<file path="config.mk">
export PLATFORM = sky130hd
export DESIGN_NAME = v_fsm_3_rx
export DESIGN_NICKNAME = d
export VERILOG_FILES = /design/src/rtl/v_fsm_3_pkg.sv /design/src/rtl/v_fsm_3_deser.sv /design/src/rtl/v_fsm_3_rx.sv
export SDC_FILE = /design/constraint.sdc
export NUM_CORES = 1
export LEC_CHECK = 0
export BUFFER_PORTS_ARGS = -buffer_cell sky130_fd_sc_hd__buf_4
export CORE_ASPECT_RATIO = 2
export CORE_MARGIN = 2
export CORE_UTILIZATION = 25
export CTS_CLUSTER_SIZE = 30
export DETAILED_ROUTE_END_ITERATION = 7
export PLACE_DENSITY_LB_ADDON = 0.25
export SKIP_CTS_REPAIR_TIMING = 1
export SYNTH_ARGS = -nofsm -noshare
export SYNTH_HDL_FRONTEND = slang
export SYNTH_SLANG_ARGS = --single-unit
export TNS_END_PERCENT = 30
</file>
<file path="constraint.sdc">
create_clock -name clk -period 1.9 [get_ports clk]
set_input_delay 0.38 -clock clk [delete_from_list [all_inputs] [get_ports clk]]
set_output_delay 0.38 -clock clk [all_outputs]
set_load 0.01 [all_outputs]
</file>
<file path="src/rtl/v_fsm_3_pkg.sv">
// Shared state encoding, slot levels and counter widths for the 3-slot frame receiver.
package v_fsm_3_pkg;

  typedef enum logic [2:0] {
    HUNT,
    C_D,
    C_Z,
    C_S,
    L_S,
    L_D,
    L_Z
  } state_t;

  localparam logic START_LVL = 1'b1;
  localparam logic STOP_LVL  = 1'b0;

  // Lock/error run counters cover LOCK_FRAMES and ERR_MAX up to 15.
  localparam int CNT_W  = 4;
  localparam int STAT_W = 16;

endpackage

</file>
<file path="src/rtl/v_fsm_3_deser.sv">
// Packs recovered bits MSB-first into DATA_W-bit words; flush discards a partial word.
module v_fsm_3_deser #(
  parameter int DATA_W = 8
) (
  input  logic              clk,
  input  logic              reset_n,
  input  logic              bit_data,
  input  logic              bit_valid,
  input  logic              flush,
  output logic [DATA_W-1:0] word_out,
  output logic              word_valid
);

  localparam int BCNT_W = (DATA_W > 2) ? $clog2(DATA_W) : 1;

  // Only DATA_W-1 earlier bits need holding; the newest bit joins them at the LSB.
  logic [DATA_W-2:0] shift_reg;
  logic [DATA_W-1:0] shift_next;
  logic [BCNT_W-1:0] bcnt_reg;

  assign shift_next = {shift_reg, bit_data};

  always_ff @(posedge clk or negedge reset_n) begin
    if (!reset_n) begin
      shift_reg  <= '0;
      bcnt_reg   <= '0;
      word_out   <= '0;
      word_valid <= 1'b0;
    end else begin
      word_valid <= 1'b0;
      if (flush) begin
        shift_reg <= '0;
        bcnt_reg  <= '0;
      end else if (bit_valid) begin
        shift_reg <= shift_next[DATA_W-2:0];
        if (bcnt_reg == BCNT_W'(DATA_W - 1)) begin
          word_out   <= shift_next;
          word_valid <= 1'b1;
          bcnt_reg   <= '0;
        end else begin
          bcnt_reg <= bcnt_reg + 1'b1;
        end
      end
    end
  end

endmodule

</file>
<file path="src/rtl/v_fsm_3_rx.sv">
// Frame-aligning receiver for the 1,x,0 serial line: lock search, bit recovery, word packing.
// Optional frame statistics counters are built when V_FSM_3_RX_FRAME_STATS_EN is defined.
module v_fsm_3_rx
  import v_fsm_3_pkg::*;
#(
  parameter int DATA_W      = 8,
  parameter int LOCK_FRAMES = 2,
  parameter int ERR_MAX     = 2
) (
  input  logic              clk,
  input  logic              reset_n,
  input  logic              din,
  output logic              bit_out,
  output logic              bit_valid,
  output logic [DATA_W-1:0] word_out,
  output logic              word_valid,
  output logic              locked,
  output logic              frame_err,
  output logic [STAT_W-1:0] good_cnt,
  output logic [STAT_W-1:0] bad_cnt
);

  state_t           state_reg;
  logic [CNT_W-1:0] hunt_cnt_reg;
  logic [CNT_W-1:0] err_cnt_reg;
  logic             start_reg;
  logic             data_reg;

  logic frame_eval;
  logic frame_good;
  logic frame_bad;
  logic lock_drop;

  // The stop slot is judged live on din so the outcome registers one clk after it.
  assign frame_eval = (state_reg == L_Z);
  assign frame_good = frame_eval && (start_reg == START_LVL) && (din == STOP_LVL);
  assign frame_bad  = frame_eval && !frame_good;
  assign lock_drop  = frame_bad && (err_cnt_reg == CNT_W'(ERR_MAX - 1));

  always_ff @(posedge clk or negedge reset_n) begin
    if (!reset_n) begin
      state_reg    <= HUNT;
      hunt_cnt_reg <= '0;
      err_cnt_reg  <= '0;
      start_reg    <= 1'b0;
      data_reg     <= 1'b0;
      bit_out      <= 1'b0;
      bit_valid    <= 1'b0;
      locked       <= 1'b0;
      frame_err    <= 1'b0;
    end else begin
      bit_valid <= 1'b0;
      frame_err <= 1'b0;
      unique case (state_reg)
        HUNT: if (din == START_LVL) state_reg <= C_D;
        C_D:  state_reg <= C_Z;
        C_Z: begin
          if (din == STOP_LVL) begin
            if (hunt_cnt_reg == CNT_W'(LOCK_FRAMES - 1)) begin
              hunt_cnt_reg <= '0;
              err_cnt_reg  <= '0;
              locked       <= 1'b1;
              state_reg    <= L_S;
            end else begin
              hunt_cnt_reg <= hunt_cnt_reg + 1'b1;
              state_reg    <= C_S;
            end
          end else begin
            // A high stop slot is taken as the start of a fresh candidate frame.
            hunt_cnt_reg <= '0;
            state_reg    <= C_D;
          end
        end
        C_S: begin
          if (din == START_LVL) begin
            state_reg <= C_D;
          end else begin
            hunt_cnt_reg <= '0;
            state_reg    <= HUNT;
          end
        end
        L_S: begin
          start_reg <= din;
          state_reg <= L_D;
        end
        L_D: begin
          data_reg  <= din;
          state_reg <= L_Z;
        end
        L_Z: begin
          if (frame_good) begin
            bit_out     <= data_reg;
            bit_valid   <= 1'b1;
            err_cnt_reg <= '0;
            state_reg   <= L_S;
          end else begin
            frame_err <= 1'b1;
            if (lock_drop) begin
              err_cnt_reg <= '0;
              locked      <= 1'b0;
              state_reg   <= HUNT;
            end else begin
              err_cnt_reg <= err_cnt_reg + 1'b1;
              state_reg   <= L_S;
            end
          end
        end
        default: state_reg <= HUNT;
      endcase
    end
  end

  v_fsm_3_deser #(
    .DATA_W(DATA_W)
  ) u_deser (
    .clk       (clk),
    .reset_n   (reset_n),
    .bit_data  (data_reg),
    .bit_valid (frame_good),
    .flush     (lock_drop),
    .word_out  (word_out),
    .word_valid(word_valid)
  );

`ifdef V_FSM_3_RX_FRAME_STATS_EN
  logic [STAT_W-1:0] good_cnt_reg;
  logic [STAT_W-1:0] bad_cnt_reg;

  always_ff @(posedge clk or negedge reset_n) begin
    if (!reset_n) begin
      good_cnt_reg <= '0;
      bad_cnt_reg  <= '0;
    end else begin
      if (frame_good && (good_cnt_reg != '1)) good_cnt_reg <= good_cnt_reg + 1'b1;
      if (frame_bad && (bad_cnt_reg != '1))   bad_cnt_reg  <= bad_cnt_reg + 1'b1;
    end
  end

  assign good_cnt = good_cnt_reg;
  assign bad_cnt  = bad_cnt_reg;
`else
  assign good_cnt = '0;
  assign bad_cnt  = '0;
`endif

endmodule

</file>
==> flow_metrics.env, run 1 <==
export IMPL_outcome="finished, final reports clean"
export IMPL_grt_pass1_wl_um=6060
export IMPL_synth_adder_area_share=0.0382
export IMPL_ant_nets=0
export IMPL_p_sw_frac=0.324
export IMPL_synth_area_mm2=0.00196
export IMPL_p_int_w=0.00183
export IMPL_row_count=45
export IMPL_synth_edf_count=0
export IMPL_fmax_mhz=606
export IMPL_grt_max_degree=37
export IMPL_seqPwrFrac=0.429
export IMPL_ir_worst_vdd_uv=481
export IMPL_gr_total_overflow=0
export IMPL_synth_top_family_by_area="buffers and inverters"
export IMPL_wl_per_cell_um=12.6
export IMPL_grt_total_usage=0.0947
export IMPL_root_buffer="clkbuf_16"
export IMPL_htreeDepth=2
export IMPL_netlist_cell_type_count=42
export IMPL_finalSetupViolations=0
export IMPL_synth_simple_area_share=0.143
export IMPL_ys_seq_elements=36
export IMPL_end_kind="flop"
export IMPL_first_iter_violations=25
export IMPL_synth_async_reset_ratio=1.00
export IMPL_ff_latch_area_um2=901
export IMPL_hold_violations=0
export IMPL_fin_setup_tns_ns=0
export IMPL_yosys_top_cells_area="dfrtp_1, buf_4, mux2_1"
export IMPL_cts_max_path_buffers=2
export IMPL_synth_top_area_share=0.459
export IMPL_crit_chain="inv_1, ha_1, or3b_1, nor3_2, buf_4, o31ai_1"
export IMPL_die_area_mm2=0.00863
export IMPL_cellPowerDensity_mw_per_mm2=1220
export IMPL_gp_congestion=0.761
export IMPL_grt_setup_unrepaired="false"
export IMPL_synth_compound_area_frac=0.107
export IMPL_start_util=0.258
export IMPL_die_h_um=129
export IMPL_viasPerCell=4.26
export IMPL_n_antenna_cell=0
export IMPL_synthTopCellsByCount="dfrtp_1, buf_4, inv_1"
export IMPL_fin_util=0.291
export IMPL_io_buffer_count=15
export IMPL_fillCellCount=829
export IMPL_slew_violations=0
export IMPL_synthMuxAreaShare=0.0675
export IMPL_critPathKind="flop to flop"
export IMPL_hpwl_um=2740
export IMPL_wirelength_um=3720
export IMPL_slowest_delay_ns=0.41
export IMPL_synth_xor_area_share=0
export IMPL_arrival_ns=1.79
export IMPL_switchingPower_w=0.000875
export IMPL_path_delay_family="simple AND/OR/NAND/NOR gates"
export IMPL_drt_first_pass_iters=4
export IMPL_syn_avg_cell_area_um2=10.6
export IMPL_synth_top_flop_cell="dfrtp_1"
export IMPL_timing_critical_path_buf_inv=2
export IMPL_seq_area_frac_synth=0.459
export IMPL_largest_register_ffs=8
export IMPL_slowest_stage="or3b_1"
export IMPL_cp_required_ns=2.04
export IMPL_numCtsBuffers=5
export IMPL_max_cap_violations=0
export IMPL_cts_tree="done"
export IMPL_coreArea_mm2=0.00760
export IMPL_io_pins=48
export IMPL_synth_top_area_cell="dfrtp_1"
export IMPL_via_count=1258
export IMPL_clk_latency_ns=0.28
export IMPL_yosysWarnings=0
export IMPL_finalCriticalPeriod_ns=1.65
export IMPL_drc_errors=0
export IMPL_multi_input_area_um2=820
export IMPL_die_w_um=66.7
export IMPL_antenna_found_initial=0
export IMPL_area_growth_pct=12.6
export IMPL_final_layout_size_suffix_gt1_frac=0.174
export IMPL_combPwrFrac=0.226
export IMPL_crit_path_start_kind="flop"
export IMPL_clock_sinks=36
export IMPL_power_leakage_nw=1.06
export IMPL_final_nets=209
export IMPL_power_frac_clock=0.345
export IMPL_syn_inst=185
export IMPL_clk_pin_slew_ns=0.06
export IMPL_synth_most_common_cell="dfrtp_1"
export IMPL_grt_pass1_vias=1194
export IMPL_post_route_period_util=0.868
export IMPL_cp_max_fo=10
export IMPL_clock_skew_ns=0.00417
export IMPL_hold_class="input port to async pin"
-- metrics by stage --
step | worst slack, ns | std cells | hold slack, ns | total power (W) | area, um2
detailed placement | 0.238 | 287 | 0.385 | 0.00180 | 2040
global placement | 0.272 | 287 | 0.382 | 0.00179 | 2040
floorplan | 0.428 | 216 | 0.0844 | 0.00166 | 2080
finish | 0.251 | 295 | 0.0606 | 0.00270 | 2210
global route | 0.114 | 295 | 0.107 | 0.00288 | 2210
CTS | 0.233 | 295 | 0.0894 | 0.00275 | 2210
-- power by group through the flow --
stage          sequential [W]  combinational [W]  clock [W]
4_1_cts               0.00116           0.000627   0.000965
3_3_place_gp          0.00117           0.000618          0
5_1_grt               0.00119           0.000695   0.000996
2_1_floorplan         0.00106           0.000596          0
3_5_place_dp          0.00117           0.000624          0
6_report              0.00116           0.000611   0.000932
-- final cells by class --
type                    count  area share
flip-flops and latches     36       0.407
multi-input cells         120       0.370
repair buffers             18      0.0611
clock buffers               5      0.0566
well taps                  94      0.0532
inverters                  19      0.0322
clock inverters             3      0.0192
-- logic make-up after synthesis --
logic type / Yosys count
buffers and inverters: 60
and+or+nand+nor: 42
DFF: 36
AOI/OAI and AO/OA: 28
muxes: 12
adders and majority gates: 6
other: 1
-- path summary, 6_finish.rpt --
kind / start / endpoint / slack, ns / depth (start not counted)
setup / recovery: err_cnt_reg[1] / u_deser.shift_reg[4] / 0.25 / 6
max in group asynchronous: reset_n / err_cnt_reg[2] / 1.51 / 1
hold / removal: reset_n / bit_valid / 0.06 / 1
min in group clk: din / hunt_cnt_reg[3] / 0.39 / 2
setup reg to reg: err_cnt_reg[1] / u_deser.shift_reg[4] / 0.25 / 6
hold reg to reg: u_deser.word_out[3] / u_deser.word_out[3] / 0.49 / 1
-- per-layer routing --
layer | GRT usage | vias up | part of all wire
met1 | 0.100 | 601 | 0.37
li1 | - | 612 | -
met2 | 0.174 | 40 | 0.57
met5 | 0 | - | 0
met3 | 0.0191 | 5 | 0.043
met4 | 0.0432 | 0 | 0.022
-- cell usage in the layout (no fill, tap or decap), types with 2 or more instances in the layout --
cell,n
a21oi_1,2
and2_1,2
buf_4,18
clkbuf_16,5
conb_1,32
dfrtp_1,36
ha_1,6
inv_1,18
mux2_1,9
mux2i_1,2
nand2b_1,2
nand3_1,14
nand4_1,2
nand4b_1,2
nor2_1,3
nor3b_1,2
o211ai_1,3
o21ai_1,3
o22ai_1,2
o31ai_1,11
o32ai_1,3
or3b_1,2
No activity file was read; power rests on OpenSTA's default activity.
==> inputs of run 2 (changes only) <==
Settings changed: PLACE_DENSITY_LB_ADDON 0.25 to unset.
==> run 2 against run 1 <==
Against the previous run:
- critical path type unchanged
- non-clock buffer count increased by 4
- combinational power increased by 14%
- global-route usage about the same
- clock power decreased by 0.9%
- highest routed layer unchanged
- largest cell class unchanged
- count of clock-buffer cells in the layout unchanged
- critical path depth decreased by 3
- sequential power decreased by 5%
- power increased by 0.74%
- final area increased by 1.4%
- via count increased by 2.4%
- wire length decreased by 4.7%
- utilization increased by 0.40 points
==> flow_metrics.env, run 2 (synthesis results as in run 1) <==
export IMPL_drt_first_pass_iters=4
export IMPL_viasPerCell=4.31
export IMPL_hold_violations=0
export IMPL_gr_total_overflow=0
export IMPL_final_nets=213
export IMPL_clk_latency_ns=0.28
export IMPL_dp_cells=291
export IMPL_grt_pass1_wl_um=6180
export IMPL_clock_skew_ns=0.00203
export IMPL_clk_pin_slew_ns=0.05
export IMPL_ant_nets=0
export IMPL_final_cell_count_no_fill=299
export IMPL_dp_slack_ns=0.260
export IMPL_wirelength_um=3540
export IMPL_rrSetupSlack_ns=0.28
export IMPL_first_iter_violations=23
export IMPL_largest_register_ffs=8
export IMPL_area_growth_pct=14.1
export IMPL_crit_path_start_kind="flop"
export IMPL_antenna_found_initial=0
export IMPL_grt_max_degree=37
export IMPL_slew_violations=0
export IMPL_io_buffer_count=15
export IMPL_die_area_mm2=0.00863
export IMPL_cts_tree="done"
export IMPL_row_count=45
export IMPL_numCtsBuffers=5
export IMPL_critPathKind="flop to flop"
export IMPL_layout_common_cells="dfrtp_1, conb_1, buf_4"
export IMPL_hpwl_um=2690
export IMPL_end_kind="flop"
export IMPL_ir_worst_vdd_uv=666
export IMPL_n_antenna_cell=0
export IMPL_r2r_start="state_reg[0]"
export IMPL_grt_total_usage=0.0946
export IMPL_fin_worst_hold_slack_ns=0.0628
export IMPL_die_w_um=66.7
export IMPL_coreArea_mm2=0.00760
export IMPL_fin_setup_tns_ns=0
export IMPL_grt_pass1_vias=1283
export IMPL_wl_per_cell_um=11.9
export IMPL_fmax_mhz=618
export IMPL_finalSetupViolations=0
export IMPL_drc_errors=0
export IMPL_hold_class="input port to async pin"
export IMPL_gp_congestion=0.772
export IMPL_via_count=1288
export IMPL_total_power_w=0.00272
export IMPL_die_h_um=129
export IMPL_arrival_ns=1.78
export IMPL_r2r_cells=3
export IMPL_reg2reg_to="u_deser.word_out[7]"
export IMPL_post_route_period_util=0.851
export IMPL_htreeDepth=2
export IMPL_fin_ws_ns=0.282
export IMPL_power_leakage_nw=1.08
export IMPL_root_buffer="clkbuf_16"
export IMPL_final_common_cell="dfrtp_1"
export IMPL_clock_sinks=36
export IMPL_io_pins=48
export IMPL_fillCellCount=811
export IMPL_final_layout_size_suffix_gt1_frac=0.190
export IMPL_max_cap_violations=0
export IMPL_start_util=0.258
export IMPL_outcome="finished, final reports clean"
export IMPL_cellPowerDensity_mw_per_mm2=1210
export IMPL_finalCriticalPeriod_ns=1.62
export IMPL_grt_setup_unrepaired="false"
export IMPL_cp_max_fo=12
export IMPL_cp_required_ns=2.06
export IMPL_cts_max_path_buffers=2
run 2: cell type report:
type                    instances  area (um2)  area share
inverters                      19        71.3      0.0318
multi-input cells             120         820       0.366
clock buffers                   5         125      0.0558
flip-flops and latches         36         901       0.402
well taps                      94         118      0.0525
repair buffers                 22         165      0.0737
clock inverters                 3        42.5      0.0190
run 2: power breakdown:
part,switching [W],internal (W),total [W]
Combinational,0.000383,0.000314,0.000698
Clock,0.000309,0.000616,0.000924
Sequential,0.000172,0.000930,0.00110
run 2: worst max-delay path, cell delays in order, from the launching register on:
cell and delay [ns]:
dfrtp_1 0.48, and4bb_2 0.39, nand3_2 0.24, mux2_1 0.38
run 2: routing by layer:
| metal | vias to the layer above | GRT usage | wire [um] |
|---|---|---|---|
| li1 | 617 | - | - |
| met1 | 617 | 0.0917 | 1300 |
| met2 | 47 | 0.177 | 1940 |
| met3 | 7 | 0.0234 | 197 |
| met4 | 0 | 0.0492 | 102 |
| met5 | - | 0 | 0 |
run 2: worst max path at each step:
stage	from	end	slack, ns	cells past startpoint
6_report	state_reg[0]	u_deser.word_out[7]	0.28	3
5_1_grt	state_reg[0]	u_deser.word_out[7]	0.17	3
4_1_cts	state_reg[0]	u_deser.word_out[7]	0.27	3
3_5_place_dp	din	u_deser.word_out[1]	0.26	4
3_3_place_gp	din	u_deser.word_out[1]	0.29	4
2_1_floorplan	err_cnt_reg[1]	locked	0.43	6
run 2: metrics by stage:
step	area, um2	util
5_1_grt	2240	0.295
6_report	2240	0.295
4_1_cts	2240	0.295
3_3_place_gp	2070	0.273
3_5_place_dp	2070	0.273
2_1_floorplan	2080	-
==> inputs of run 3 (changes only) <==
Settings changed: CORE_MARGIN 2 to unset, PLACE_DENSITY set to 0.41, SETUP_SLACK_MARGIN set to 0.15.
==> run 3 against run 2 <==
Against the previous run:
- sequential share of layout area down 0.83 points
- power rose by 11%
- clock power up 31%
- final cell count did not move
- combinational power up 2%
- first-iteration DRC count grew to 2.7 times the previous value
- critical path type unchanged
- die area fell by 4.5%
- largest power group is now clock
- clock skew increased by 0.0014 ns
- fmax up 0.92%
- register-to-register slack hardly changed
- final area up 2.1%
==> flow_metrics.env, run 3 (synthesis results as in run 1) <==
export IMPL_outcome="finished, final reports clean"
export IMPL_total_power_w=0.00303
export IMPL_htreeDepth=2
export IMPL_post_route_period_util=0.844
export IMPL_cellPowerDensity_mw_per_mm2=1320
export IMPL_largest_register_ffs=8
export IMPL_hold_class="input port to async pin"
export IMPL_fillCellCount=808
export IMPL_drt_first_pass_iters=4
export IMPL_io_pins=48
export IMPL_root_buffer="clkbuf_16"
export IMPL_slowest_stage="dfrtp_1"
export IMPL_slew_violations=0
export IMPL_clk_pin_slew_ns=0.06
export IMPL_power_leakage_nw=1.11
export IMPL_final_layout_size_suffix_gt1_frac=0.190
export IMPL_cp_max_fo=12
export IMPL_clock_sinks=36
export IMPL_grt_setup_unrepaired="false"
export IMPL_slowest_delay_ns=0.49
export IMPL_cp_required_ns=2.06
export IMPL_crit_chain="and4bb_2, nand3_2, mux2_1"
export IMPL_postPlaceCellArea_mm2=0.00207
export IMPL_first_iter_violations=61
export IMPL_ff_latch_area_um2=901
export IMPL_io_buffer_count=15
export IMPL_multi_input_area_um2=820
export IMPL_cts_tree="done"
export IMPL_hold_violations=0
export IMPL_crit_path_start_kind="flop"
export IMPL_finalSetupViolations=0
export IMPL_antenna_found_initial=0
export IMPL_die_w_um=64.7
export IMPL_wl_per_cell_um=12.6
export IMPL_die_h_um=127
export IMPL_m1WireLength_um=1440
export IMPL_finalCriticalPeriod_ns=1.60
export IMPL_grt_pass1_vias=1296
export IMPL_final_nets=213
export IMPL_gp_congestion=0.701
export IMPL_via_count=1280
export IMPL_start_util=0.258
export IMPL_row_count=45
export IMPL_wl_met2_um=2090
export IMPL_layout_common_cells="dfrtp_1, conb_1, buf_4"
export IMPL_highest_layer="met4"
export IMPL_grt_max_degree=37
export IMPL_fin_setup_tns_ns=0
export IMPL_grt_total_usage=0.104
export IMPL_wirelength_um=3770
export IMPL_final_common_cell="dfrtp_1"
export IMPL_critPathKind="flop to flop"
export IMPL_max_cap_violations=0
export IMPL_viasPerCell=4.28
export IMPL_clock_skew_ns=0.00348
export IMPL_numCtsBuffers=5
export IMPL_area_growth_pct=16.6
export IMPL_clk_latency_ns=0.28
export IMPL_ir_worst_vdd_uv=421
export IMPL_wl_met3_um=118
export IMPL_hpwl_um=2770
export IMPL_cts_max_path_buffers=2
export IMPL_n_antenna_cell=0
export IMPL_die_area_mm2=0.00824
export IMPL_drc_errors=0
export IMPL_ant_nets=0
export IMPL_dp_cells=291
export IMPL_fin_area_mm2=0.00229
export IMPL_coreArea_mm2=0.00760
export IMPL_end_kind="flop"
export IMPL_gr_total_overflow=0
export IMPL_arrival_ns=1.76
export IMPL_fin_util=0.301
export IMPL_fmax_mhz=624
export IMPL_final_cell_count_no_fill=299
export IMPL_grt_pass1_wl_um=6440
## run 3: cell count changes in the layout (fill, tap and decap cells not counted)
cell,before,now
bufinv_16,1,3
clkinv_2,1,0
clkinvlp_4,1,0
## run 3: layer usage
| metal | track usage | vias up |
|---|---|---|
| met5 | 0 | - |
| met3 | 0.0214 | 8 |
| met1 | 0.110 | 615 |
| li1 | - | 616 |
| met2 | 0.187 | 41 |
| met4 | 0.0588 | 0 |
## run 3: layout make-up
type / count / area share
flip-flops and latches: 36 / 0.393
multi-input cells: 120 / 0.358
repair buffers: 22 / 0.0721
clock buffers: 5 / 0.0546
well taps: 94 / 0.0514
clock inverters: 3 / 0.0393
inverters: 19 / 0.0311
## run 3: per-stage QoR
stage / worst slack [ns] / hold WS (ns)
floorplan: 0.428 / 0.0844
global placement: 0.279 / 0.385
detailed placement: 0.259 / 0.384
CTS: 0.271 / 0.0860
global route: 0.150 / 0.0999
finish: 0.297 / 0.0560
## run 3: report_power, final
group | leakage (nW) | internal, W | switching (W)
Sequential | 0.481 | 0.000930 | 0.000168
Combinational | 0.523 | 0.000312 | 0.000403
Clock | 0.104 | 0.000885 | 0.000328
Total | 1.11 | 0.00213 | 0.000898
## run 3: path summary, 6_finish.rpt
path                                startpoint             endpoint  slack (ns)  depth (start not counted)
setup / recovery                  state_reg[0]  u_deser.word_out[5]        0.30                          3
max in group asynchronous              reset_n      hunt_cnt_reg[2]        1.50                          1
hold reg to reg            u_deser.word_out[2]  u_deser.word_out[2]        0.49                          1
setup reg to reg                  state_reg[0]  u_deser.word_out[5]        0.30                          3
hold / removal                         reset_n            bit_valid        0.06                          1
min in group clk                           din      hunt_cnt_reg[3]        0.39                          2
## run 3: worst max-delay path, delay by kind of cell (launching register included)
family,cells,cell delay (ns)
simple gates,2,0.62
mux,1,0.39
flops,1,0.49
